`src/rtl/dma_arbiter.sv`:
```
// Round-robin arbiter sharing one dma_access channel among NREQ requesters, with a
// 2-deep owner tag FIFO routing each dma_end back to its issuer. Optional macro: DMA_ARB_BURST_EN.
module dma_arbiter #(
    parameter int NREQ    = 3,
    parameter int OWNW    = 2,
    parameter int BURSTLN = 4
) (
    input  logic                 clk,
    input  logic                 rst_n,
    input  logic [NREQ-1:0]      req_in,
    input  logic [NREQ-1:0]      req_rnw,
    input  logic [NREQ*22-1:0]   req_addr,
    input  logic [NREQ*8-1:0]    req_wd,
    output logic [NREQ-1:0]      req_ack,
    output logic [NREQ-1:0]      req_end,
    output logic [7:0]           req_rd,
    output logic                 dma_req,
    output logic                 dma_rnw,
    output logic [21:0]          dma_addr,
    output logic [7:0]           dma_wd,
    input  logic                 dma_ack,
    input  logic                 dma_end,
    input  logic [7:0]           dma_rd,
    output logic [OWNW-1:0]      owner,
    output logic                 busy,
    output logic                 err
);

    typedef enum logic {IDLE, GRANT} state_t;

    state_t            state_q, state_d;
    logic [OWNW-1:0]   owner_q, owner_d;
    logic [OWNW-1:0]   last_q, last_d;
    logic [OWNW-1:0]   fifo_q [2];
    logic [OWNW-1:0]   fifo_d [2];
    logic [1:0]        cnt_q, cnt_d;
    logic              err_q, err_d;

    logic              pick_valid;
    logic [OWNW-1:0]   pick_idx;
    logic              push;
    logic              pop;
    logic              end_hit;
    logic [OWNW-1:0]   end_tag;

`ifdef DMA_ARB_BURST_EN
    localparam int BW = $clog2(BURSTLN + 1);
    logic [BW-1:0]     burst_q, burst_d;
`else
    logic              unused_burstln;
    assign unused_burstln = (BURSTLN != 0);
`endif

    // Scan descending so the nearest requester after last_q is written last and wins.
    always_comb begin
        pick_valid = 1'b0;
        pick_idx   = '0;
        for (int k = NREQ; k >= 1; k--) begin
            if (req_in[(int'(last_q) + k) % NREQ]) begin
                pick_valid = 1'b1;
                pick_idx   = OWNW'((int'(last_q) + k) % NREQ);
            end
        end
    end

    always_comb begin
        state_d  = state_q;
        owner_d  = owner_q;
        last_d   = last_q;
        req_ack  = '0;
        push     = 1'b0;
        dma_req  = 1'b0;
        dma_rnw  = 1'b0;
        dma_addr = '0;
        dma_wd   = '0;
`ifdef DMA_ARB_BURST_EN
        burst_d  = burst_q;
`endif
        case (state_q)
            IDLE: begin
                if (pick_valid) begin
                    owner_d = pick_idx;
                    state_d = GRANT;
                end
            end
            GRANT: begin
                dma_req  = req_in[owner_q] & (cnt_q != 2'd2);
                dma_rnw  = req_rnw[owner_q];
                dma_addr = req_addr[int'(owner_q)*22 +: 22];
                dma_wd   = req_wd[int'(owner_q)*8 +: 8];
                if (dma_req && dma_ack) begin
                    req_ack[owner_q] = 1'b1;
                    push             = 1'b1;
                    last_d           = owner_q;
                    state_d          = IDLE;
`ifdef DMA_ARB_BURST_EN
                    if (req_in[owner_q] && (burst_q < BW'(BURSTLN - 1))) begin
                        state_d = GRANT;
                        burst_d = burst_q + 1'b1;
                    end else begin
                        burst_d = '0;
                    end
`endif
                end else if (!req_in[owner_q]) begin
                    state_d = IDLE;
`ifdef DMA_ARB_BURST_EN
                    burst_d = '0;
`endif
                end
            end
            default: state_d = IDLE;
        endcase
    end

    // With an empty FIFO an end in the same cycle as an ack belongs to the owner being pushed.
    always_comb begin
        pop     = dma_end & (cnt_q != 2'd0);
        end_hit = dma_end & ((cnt_q != 2'd0) | push);
        end_tag = (cnt_q == 2'd0) ? owner_q : fifo_q[0];
        req_end = '0;
        if (end_hit) begin
            req_end[end_tag] = 1'b1;
        end
        req_rd  = end_hit ? dma_rd : 8'h00;
        fifo_d  = fifo_q;
        cnt_d   = cnt_q;
        if (push && dma_end) begin
            if (cnt_q != 2'd0) begin
                fifo_d[0] = owner_q;
            end
        end else if (push) begin
            fifo_d[cnt_q[0]] = owner_q;
            cnt_d            = cnt_q + 2'd1;
        end else if (pop) begin
            fifo_d[0] = fifo_q[1];
            cnt_d     = cnt_q - 2'd1;
        end
        err_d = err_q | (dma_end & ~end_hit);
    end

    always_ff @(posedge clk or negedge rst_n) begin
        if (!rst_n) begin
            state_q   <= IDLE;
            owner_q   <= '0;
            last_q    <= OWNW'(NREQ - 1);
            fifo_q[0] <= '0;
            fifo_q[1] <= '0;
            cnt_q     <= '0;
            err_q     <= 1'b0;
        end else begin
            state_q   <= state_d;
            owner_q   <= owner_d;
            last_q    <= last_d;
            fifo_q[0] <= fifo_d[0];
            fifo_q[1] <= fifo_d[1];
            cnt_q     <= cnt_d;
            err_q     <= err_d;
        end
    end

`ifdef DMA_ARB_BURST_EN
    always_ff @(posedge clk or negedge rst_n) begin
        if (!rst_n) begin
            burst_q <= '0;
        end else begin
            burst_q <= burst_d;
        end
    end
`endif

    assign owner = owner_q;
    assign busy  = (state_q == GRANT) | (cnt_q != 2'd0);
    assign err   = err_q;

endmodule

```
`config.mk`:
```
export PLATFORM = sky130hd
export DESIGN_NAME = dma_arbiter
export DESIGN_NICKNAME = d
export VERILOG_FILES = /design/src/rtl/dma_arbiter.sv
export SDC_FILE = /design/constraint.sdc
export NUM_CORES = 1
export LEC_CHECK = 0
export CAP_MARGIN = 0
export CORE_MARGIN = 5
export CORE_UTILIZATION = 34
export CTS_BUF_LIST = sky130_fd_sc_hd__clkbuf_16
export DETAILED_ROUTE_END_ITERATION = 16
export GPL_ROUTABILITY_DRIVEN = 0
export PLACE_DENSITY = 0.87
export SETUP_SLACK_MARGIN = 0.2
export SLEW_MARGIN = 20
export SYNTH_ARGS = -nofsm -noshare
export SYNTH_HDL_FRONTEND = slang
export SYNTH_SLANG_ARGS = --single-unit
export TNS_END_PERCENT = 1
```
`constraint.sdc`:
```
create_clock -name clk -period 5.51 [get_ports clk]
set_clock_uncertainty 0.05 [all_clocks]
set_input_delay 1.102 -clock clk [delete_from_list [all_inputs] [get_ports clk]]
set_output_delay 1.102 -clock clk [all_outputs]
set_load 0.05 [all_outputs]
```
After elaboration in Yosys (flattened, before gate mapping)
Cells that the tools add are included.
{"block": "totals", "elab_cells": 101, "output_inout_bits": 50, "reg_bits": 12}
{"block": "classes", "magnitude_cmp": 9, "reduce_logical": 14, "add_sub_neg": 5, "mul": 1, "mux": 47, "eq_ne": 2, "div": 3, "bitwise_logic": 11, "shifts": 2}
{"op": "less-than comparator 32 x 4 -> 1 bit, second input constant", "count": 3}
{"op": "modulo 32 x 3 -> 32 bit, second input constant", "count": 3}
{"op": "variable part select 66 x 8 -> 22 bit", "count": 1}
{"op": "variable part select 24 x 6 -> 8 bit", "count": 1}
{"op": "two-way mux 2 bit", "count": 11}
{"op": "two-way mux 22 bit", "count": 1}
{"op": "two-way mux 1 bit", "count": 20}
{"op": "two-way mux 8 bit", "count": 2}
{"op": "binary-select mux 1 bit (select 2 bit)", "count": 5}
{"op": "AND reduction 2 bit", "count": 5}
{"op": "two-way mux 3 bit", "count": 3}
{"op": "adder 2 x 2 -> 3 bit, second input constant", "count": 2}
{"op": "less-than comparator 2 x 3 -> 1 bit, second input constant", "count": 2}
{"op": "multiplier 2 x 4 -> 6 bit, second input constant", "count": 1}
{"op": "logical AND 1 bit", "count": 5}
{"op": "AND 1 bit", "count": 4}
{"op": "bitwise mux 4 bit", "count": 1}
{"op": "demux 1 bit (select 2 bit)", "count": 2}
{"op": ">= comparator 2 x 1 -> 1 bit, second input constant", "count": 2}
{"op": "nonzero test 2 bit", "count": 2}
{"op": "adder 2 x 1 -> 3 bit, second input constant", "count": 1}
{"op": "NOT 1 bit", "count": 3}
{"op": "bitwise OR 1 bit", "count": 3}
{"op": "nonzero test 3 bit", "count": 1}
{"op": "10 further kinds", "count": 10}

Longest topological paths before layout
Gate-level depths: netlist of the first run.
{"block": "depth", "depth_word": 11, "mapped_depth": 6}

Worst setup path after synthesis of the first run
Ideal clock, no wire load.
{"block": "synth_path", "path_kind": "input port to output port", "start": "input req_in[1]", "end": "output req_end[1]", "stages": 4, "setup_slack_ps": 1693, "t_arrival_ps": 2665, "path_cell_list": "mux2i_1 > o22ai_1 > nor2_2 > nor3_1"}
{"block": "synth_between", "elab_chain_cells": 9}
{"element": "start, declared", "line": "10", "text": "input logic [NREQ-1:0] req_in,"}
{"element": "binary-select mux 1 bit (select 2 bit)", "line": "87", "text": "dma_req = req_in[owner_q] & (cnt_q != 2'd2);"}
{"element": "two-way mux 1 bit (not written as such)", "line": "87"}
{"element": "AND 1 bit", "line": "87"}
{"element": "logical AND 1 bit", "line": "91", "text": "if (dma_req && dma_ack) begin"}
{"element": "two-way mux 1 bit", "line": "91"}
{"element": "two-way mux 1 bit", "line": "79", "text": "case (state_q)"}
{"element": "bitwise OR 1 bit", "line": "118", "text": "end_hit = dma_end & ((cnt_q != 2'd0) | push);"}
{"element": "AND 1 bit", "line": "118"}
{"element": "two-way mux 3 bit", "line": "121", "text": "if (end_hit) begin"}
{"element": "end, declared", "line": "15", "text": "output logic [NREQ-1:0] req_end,"}
Every way passes these cells. The select of a mux whose other input is x is not followed.

Worst setup path after layout of the first run
{"block": "layout_path", "start": "input req_in[1]", "end": "output req_rd[6]"}
{"block": "layout_between", "elab_chain_cells": 9}
{"element": "binary-select mux 1 bit (select 2 bit)", "line": "87"}
{"element": "two-way mux 1 bit (not written as such)", "line": "87"}
{"element": "AND 1 bit", "line": "87"}
{"element": "logical AND 1 bit", "line": "91"}
{"element": "two-way mux 1 bit", "line": "91"}
{"element": "two-way mux 1 bit", "line": "79"}
{"element": "bitwise OR 1 bit", "line": "118"}
{"element": "AND 1 bit", "line": "118"}
{"element": "two-way mux 8 bit", "line": "124", "text": "req_rd = end_hit ? dma_rd : 8'h00;"}
{"element": "end, declared", "line": "16", "text": "output logic [7:0] req_rd,"}
Every way passes these cells. The select of a mux whose other input is x is not followed.

==> summary.md, run 1 <==
| Metric | Value |
|---|---|
| Vias per inst | 4.97 |
| Ordered cell list for the critical path | clkdlybuf4s50_1 -> mux2i_1 -> o22ai_1 -> nor2_2 -> nor2_4 -> and2_1 -> clkdlybuf4s50_1 |
| Total vias in the final route | 2287 |
| Critical path peak fanout | 9 |
| Vertical die dimension | 81.7 µm |
| CP peak stage delay | 0.82 ns |
| Via count of the first global-routing pass | 2197 |
| Hold-fix buffer count after cts | 0 |
| CTS tree | yes |
| Critical path required time | 4.36 ns |
| Horizontal extent of the die | 81.7 µm |
| Metal1 wirelength | 2.39 mm |
| Proportion of register bits with asynchronous set or reset after synthesis | 100% |
| CP top delay family | buffers and inverters |
| Area of the core | 0.00504 mm² |
| Total clock buffers created by CTS | 3 |
| Share of the synthesized area in the top cell type | 20.6% |
| Mapped cell area | 0.00175 mm² |
| Pin count of the biggest net entering global routing | 37 |
| Number of filler cells placed in the layout | 416 |
| Post-Synthesis Mean Instance Area | 7.18 µm² |
| Leakage dissipation | 1.37 nW |
| Setup repair after global routing missed its margin | false |
| Row count | 26 |
| Crit path max-delay cell type | sky130_fd_sc_hd__clkdlybuf4s50_1 |
| Synth cell count leaders | 40 x sky130_fd_sc_hd__a21oi_1, 37 x sky130_fd_sc_hd__nor2_1, 36 x sky130_fd_sc_hd__mux2i_1 |
| Antenna violations before repair | 0 |
| Number of optimization iterations in the first detailed-route pass | 5 |
| Syn_nets | 353 |
| Gr usage total | 19.8% |
| Global-route wire length before repair | 10.2 mm |
| Maximum vdd drop | 0.301 mV |
| Max_slew headroom | 34.8% |
| Initial cell density of the core | 34.6% |
| Routed wire length on met3 | 672 µm |
| Number of remaining DRC errors | 0 |
| Transition at the pin with the smallest max-transition slack | 0.979 ns |
| Sequential element share of the synthesized area | 17.3% |
| Clock transition time at the flip-flop clock pins of the worst setup and hold paths | 0.05 ns |
| Count of final max-slew check failures | 0 |
| CTS max path bufs | 2 |
| Uppermost routed layer | met4 |
| Overflow left after global routing | 0 |
| Post-synth cell types | 39 |
| Final-report setup violation count | 0 |
| Total clock sinks | 12 |
| Total number of yosys warnings | 0 |
| Class of the most critical setup path | primary input to primary output |
| Kind of start point of the critical path | primary input |
| Resized cells post-CTS | 0 |
| Flip-flop cell with the highest count after synthesis | sky130_fd_sc_hd__dfrtp_1 |
| Antenna diode count | 0 |
| Maximum level of the CTS H-tree | 1 |
| Die Footprint | 0.00667 mm² |
| DRT Wirelength | 6.92 mm |
| Class of the tightest hold or removal check | flip-flop to flip-flop |
| Cell accounting for the most synthesized area | sky130_fd_sc_hd__mux2i_1 |
| Nets | 501 |
| Met2 Wirelength | 3.78 mm |
| Cell mode on critical path | sky130_fd_sc_hd__clkdlybuf4s50_1 |
| Number of violations reported at the end of detailed-routing iteration 0 | 89 |
| Routed length per instance | 15.0 µm |
| Max-cap violation count | 0 |
| Antenna-violating nets left | 0 |
| DPL Wire Length | 5.57 mm |
| Fraction of layout cells with a size suffix above 1 | 4.87% |
| CP Buf/Inv Count | 2 |
| Hold Vio Cnt, Final | 0 |
| Cell count after placement | 456 |
| Arrival time worst endpoint | 3.47 ns |
| Kind of capture point of the worst setup path | primary output |
| Worst-Skew Late Latency | 0.24 ns |
| Leading cell type by number of instances after synthesis | sky130_fd_sc_hd__a21oi_1 |
| Post CTS Setup Buffer Count | 0 |
| Max frequency | 216 MHz |
| Number of standard cells in the final layout excluding fillers | 460 |
| Number of port buffers | 157 |
| Outcome | completed |
| Final Cycle Share | 83.9% |
| Synthesis-stage register bit count | 12 |
| Synth top area cells | sky130_fd_sc_hd__mux2i_1 21%, sky130_fd_sc_hd__dfrtp_1 16%, sky130_fd_sc_hd__a21oi_1 11% |
| Total negative setup slack | 0 ns |
| Power density over the cells | 510 mW/mm² |
| Tmin final | 4.62 ns |
| Number of enable-type register cells in the synthesized netlist | 0 |
| Cell at the root of the clock tree | sky130_fd_sc_hd__clkbuf_16 |
| Count of mapped cells out of synthesis | 243 |
| Growth of design area from synthesis to finish | 95.8% |
| Number of top-level pins | 158 |
-- area by class of cell --
type | instances | area, µm² | share of cell area, %
Clock buffer | 3 | 75.1 | 2.20
Clock inverter | 1 | 3.75 | 0.110
Inverter | 8 | 30.0 | 0.879
Multi-Input combinational cell | 206 | 1320 | 38.7
Sequential cell | 12 | 303 | 8.86
Tap cell | 70 | 87.6 | 2.56
Timing Repair Buffer | 160 | 1590 | 46.6
-- report_power, final --
group	leakage, nW	switching, mW	internal [mW]	total [mW]
clock	0.0385	0.0420	0.0959	0.138
sequential	0.145	0.0917	0.124	0.215
combinational	1.18	0.844	0.546	1.39
-- flip-flops by register name (all words and copies together) (netlist names) --
signal and flops:
fifo_q 4, owner 2, err 1, cnt_q 2
state_q 1, last_q 2
-- routing by layer --
layer  vias to the layer above  global-route usage, %
met5                         -                      0
li1                       1144                      -
met3                         7                   6.47
met1                      1035                   19.9
met4                         0                   5.65
met2                       101                   38.4
-- layout by cell type, fill, tap and decap left out, types with 2 or more instances in the layout --
master                            instances
sky130_fd_sc_hd__o22ai_1                  2
sky130_fd_sc_hd__a31o_2                   2
sky130_fd_sc_hd__a21o_1                   2
sky130_fd_sc_hd__mux2i_1                 36
sky130_fd_sc_hd__or2_2                    2
sky130_fd_sc_hd__buf_4                    3
sky130_fd_sc_hd__and2_1                   8
sky130_fd_sc_hd__clkbuf_16                3
sky130_fd_sc_hd__nor2b_1                 32
sky130_fd_sc_hd__a21oi_1                 40
sky130_fd_sc_hd__nor3_1                   9
sky130_fd_sc_hd__nor2_2                   3
sky130_fd_sc_hd__dfrtp_1                 10
sky130_fd_sc_hd__o21ai_0                  3
sky130_fd_sc_hd__and3_1                   2
sky130_fd_sc_hd__nor2_1                  37
sky130_fd_sc_hd__inv_1                    8
sky130_fd_sc_hd__clkdlybuf4s50_1        157
sky130_fd_sc_hd__mux2_1                   2
sky130_fd_sc_hd__o32ai_1                  2
sky130_fd_sc_hd__nand3b_1                 2
sky130_fd_sc_hd__a31oi_1                  2
sky130_fd_sc_hd__nand2_1                  4
sky130_fd_sc_hd__ha_1                     2
-- path summary, 6_finish.rpt --
kind / from / end / slack, ns / depth (start not counted)
worst max-delay path: req_in[1] / req_rd[6] / 0.89 / 7
worst min-delay path: err / err / 0.42 / 1
worst max register to register: state_q / fifo_q[0] / 3.18 / 5
worst min register to register: err / err / 0.42 / 1
max in group asynchronous: rst_n / owner[0] / 3.82 / 1
min in group asynchronous: rst_n / err / 1.18 / 1
-- worst register-to-register path: cells and delay by family (launching register included) --
kind | cells | cell delay [ns]
AND/OR/NAND/NOR | 4 | 0.84
flip-flops | 1 | 0.97
multiplexers | 1 | 0.34
-- through the flow --
step           setup WS, ns  area, µm²  power, mW  utilization [%]  hold WS (ns)
2_1_floorplan          1.69       1750       1.18                -         0.408
3_3_place_gp           1.05       3340       1.59             66.2         0.406
3_5_place_dp          0.956       3340       1.61             66.2         0.413
4_1_cts               0.886       3420       1.75             67.8         0.422
5_1_grt               0.762       3420       1.85             67.8         0.443
6_report              0.887       3420       1.74             67.8         0.418
-- cells by family (layout without fill, tap and decap cells) --
kind of cell    Yosys count  in the layout  synth area share [%]
compound gates           60             60                  20.4
fa+ha+maj                 3              3                  2.01
buf+inv                  25            172                  6.88
flops                    12             12                  17.3
mux                      38             38                  21.9
simple gates            105            105                  31.5
No activity file was read; power rests on OpenSTA's default activity.
==> run 2, diff against run 1 <==
--- a/config.mk
+++ b/config.mk
@@ -7,11 +7,11 @@
 export LEC_CHECK = 0
 export CAP_MARGIN = 0
 export CORE_MARGIN = 5
-export CORE_UTILIZATION = 34
+export CORE_UTILIZATION = 32
 export CTS_BUF_LIST = sky130_fd_sc_hd__clkbuf_16
 export DETAILED_ROUTE_END_ITERATION = 16
 export GPL_ROUTABILITY_DRIVEN = 0
-export PLACE_DENSITY = 0.87
+export PLACE_DENSITY = 0.83
 export SETUP_SLACK_MARGIN = 0.2
 export SLEW_MARGIN = 20
 export SYNTH_ARGS = -nofsm -noshare
==> constraint.sdc (replaced) <==
create_clock -name clk -period 4.8 [get_ports clk]
set_clock_uncertainty 0.05 [all_clocks]
set_input_delay 0.96 -clock clk [delete_from_list [all_inputs] [get_ports clk]]
set_output_delay 0.96 -clock clk [all_outputs]
set_load 0.05 [all_outputs]
==> run 2 against run 1 <==
Register-to-register slack lost 0.41 ns. Cell count grew 0.43%. Sequential cell count is the same. Global-route usage shrank 0.58 points. Clock power grew 13%. Routed wire length grew 1.5%. Highest routed layer unchanged.
==> summary.md, run 2 (synthesis gave the netlist of run 1 again) <==
| Metric | Value |
|---|---|
| Outcome | completed |
| Antenna-violating nets left | 0 |
| Total clock buffers created by CTS | 3 |
| Critical path required time | 3.79 ns |
| Register bank with the most flops | fifo_q |
| Most common cell after layout, fill and taps aside | sky130_fd_sc_hd__clkdlybuf4s50_1 |
| Routed length per instance | 15.2 µm |
| Kind of start point of the critical path | primary input |
| Vertical die dimension | 83.9 µm |
| Pin count of the biggest net entering global routing | 30 |
| Largest register FFs | 4 |
| Clock transition time at the flip-flop clock pins of the worst setup and hold paths | 0.04 ns |
| Max-cap violation count | 0 |
| Kind of capture point of the worst setup path | primary output |
| CTS max path bufs | 2 |
| Max frequency | 232 MHz |
| Depth of the worst register-to-register path | 5 |
| Class of the most critical setup path | primary input to primary output |
| Depth of the critical timing path with buffers and inverters included | 7 |
| Worst-Skew Late Latency | 0.24 ns |
| Number of violations reported at the end of detailed-routing iteration 0 | 78 |
| Arrival time worst endpoint | 3.31 ns |
| Resized cells post-CTS | 0 |
| CP peak stage delay | 0.82 ns |
| Hold Vio Cnt, Final | 0 |
| Most frequent cells in the layout | 130 x sky130_fd_sc_hd__clkdlybuf4s50_1, 40 x sky130_fd_sc_hd__a21oi_1, 37 x sky130_fd_sc_hd__nor2_1, 36 x sky130_fd_sc_hd__mux2i_1 |
| Growth of design area from synthesis to finish | 92.8% |
| Transition at the pin with the smallest max-transition slack | 0.600 ns |
| Row count | 26 |
| Post CTS Setup Buffer Count | 0 |
| Antenna violations before repair | 0 |
| Horizontal extent of the die | 83.9 µm |
| Total vias in the final route | 2241 |
| Overflow left after global routing | 0 |
| Final-report setup violation count | 0 |
| Number of port buffers | 157 |
| CTS tree | yes |
| Cell mode on critical path | sky130_fd_sc_hd__clkdlybuf4s50_1 |
| Initial cell density of the core | 33.5% |
| Max_slew headroom | 60.0% |
| Final Cycle Share | 89.9% |
| Vias per inst | 4.85 |
| Ordered cell list for the critical path | clkdlybuf4s50_1 -> mux2i_1 -> o22ai_1 -> nor2_2 -> nor2_4 -> and2_1 -> clkdlybuf4s50_1 |
| Number of stages on the worst hold path | 1 |
| DPL Wire Length | 5.77 mm |
| Hold-fix buffer count after cts | 0 |
| Setup slack after layout | 0.484 ns |
| Via count of the first global-routing pass | 2292 |
| Fraction of layout cells with a size suffix above 1 | 12.2% |
| Nets | 503 |
| Placement-stage cell area | 0.00329 mm² |
| Number of remaining DRC errors | 0 |
| Area of the core | 0.00520 mm² |
| Power density over the cells | 586 mW/mm² |
| Setup repair after global routing missed its margin | false |
| Cell at the root of the clock tree | sky130_fd_sc_hd__clkbuf_16 |
| CP Buf/Inv Count | 2 |
| Gr usage total | 19.2% |
| Maximum vdd drop | 0.354 mV |
| Number of top-level pins | 158 |
| DP Worst Slack | 0.543 ns |
| Die Footprint | 0.00703 mm² |
| Maximum level of the CTS H-tree | 1 |
| Total clock sinks | 12 |
| Antenna diode count | 0 |
| Total negative setup slack | 0 ns |
| CP top delay family | buffers and inverters |
| Number of optimization iterations in the first detailed-route pass | 4 |
| Critical path peak fanout | 9 |
| Leakage dissipation | 1.42 nW |
| Non-Filler Cell Area, Final | 0.00336 mm² |
| Crit path max-delay cell type | sky130_fd_sc_hd__clkdlybuf4s50_1 |
| Count of final max-slew check failures | 0 |
| Tmin final | 4.32 ns |
| DRT Wirelength | 7.02 mm |
| Class of the tightest hold or removal check | flip-flop to flip-flop |
| Global-route wire length before repair | 11.2 mm |
run 2: cell types whose count changed in the layout (fill, tap and decap cells not counted), sizes merged:
cell and change:
buf +29, clkdlybuf4s50 -27
run 2: layout make-up:
type | instances | area, µm²
Sequential cell | 12 | 303
Clock buffer | 3 | 75.1
Multi-Input combinational cell | 206 | 1320
Clock inverter | 1 | 3.75
Inverter | 8 | 30.0
Fill cell | 462 | 1840
Timing Repair Buffer | 162 | 1540
Tap cell | 70 | 87.6
run 2: worst reg2reg max path, stage by stage (launching register included):
cell and delay (ns):
sky130_fd_sc_hd__dfrtp_2 0.71, sky130_fd_sc_hd__mux2i_1 0.24, sky130_fd_sc_hd__o21ai_2 0.22, sky130_fd_sc_hd__nand3_1 0.18, sky130_fd_sc_hd__nor2_2 0.17, sky130_fd_sc_hd__mux2_1 0.34
run 2: report_power, final:
group | internal [mW] | switching [mW]
combinational | 0.599 | 0.989
sequential | 0.142 | 0.0853
clock | 0.110 | 0.0464
total | 0.851 | 1.12
run 2: routing by layer:
layer	GRT usage [%]	vias to the layer above	share of wire, %
met5	0	-	0
met3	6.91	16	9.6
met4	6.29	0	2.4
met1	20.5	984	37
met2	34.9	101	51
li1	-	1140	-
run 2: worst paths after layout:
path / startpoint / end / slack, ns
min: err / err / 0.42
max in group asynchronous: rst_n / owner[0] / 3.27
max reg2reg: owner[0] / fifo_q[0] / 2.77
min reg2reg: err / err / 0.42
min in group asynchronous: rst_n / cnt_q[0] / 1.03
max: req_in[1] / req_rd[7] / 0.48
run 2: per-stage QoR:
| stage | power [mW] | cells | hold WS [ns] | utilization [%] |
|---|---|---|---|---|
| 6_report | 1.97 | 462 | 0.421 | 64.6 |
| 5_1_grt | 2.10 | 462 | 0.438 | 64.6 |
| 4_1_cts | 1.98 | 462 | 0.424 | 64.6 |
| 3_5_place_dp | 1.82 | 458 | 0.415 | 63.1 |
| 3_3_place_gp | 1.81 | 458 | 0.413 | 63.1 |
| 2_1_floorplan | 1.36 | 243 | 0.408 | - |
==> run 3, diff against run 2 <==
--- a/config.mk
+++ b/config.mk
@@ -9,6 +9,7 @@
 export CORE_MARGIN = 5
 export CORE_UTILIZATION = 32
 export CTS_BUF_LIST = sky130_fd_sc_hd__clkbuf_16
+export CTS_CLUSTER_DIAMETER = 30
 export DETAILED_ROUTE_END_ITERATION = 16
 export GPL_ROUTABILITY_DRIVEN = 0
 export PLACE_DENSITY = 0.83
==> results of run 3 <==
Final layout, timing and power as in run 2 (identical DEF).
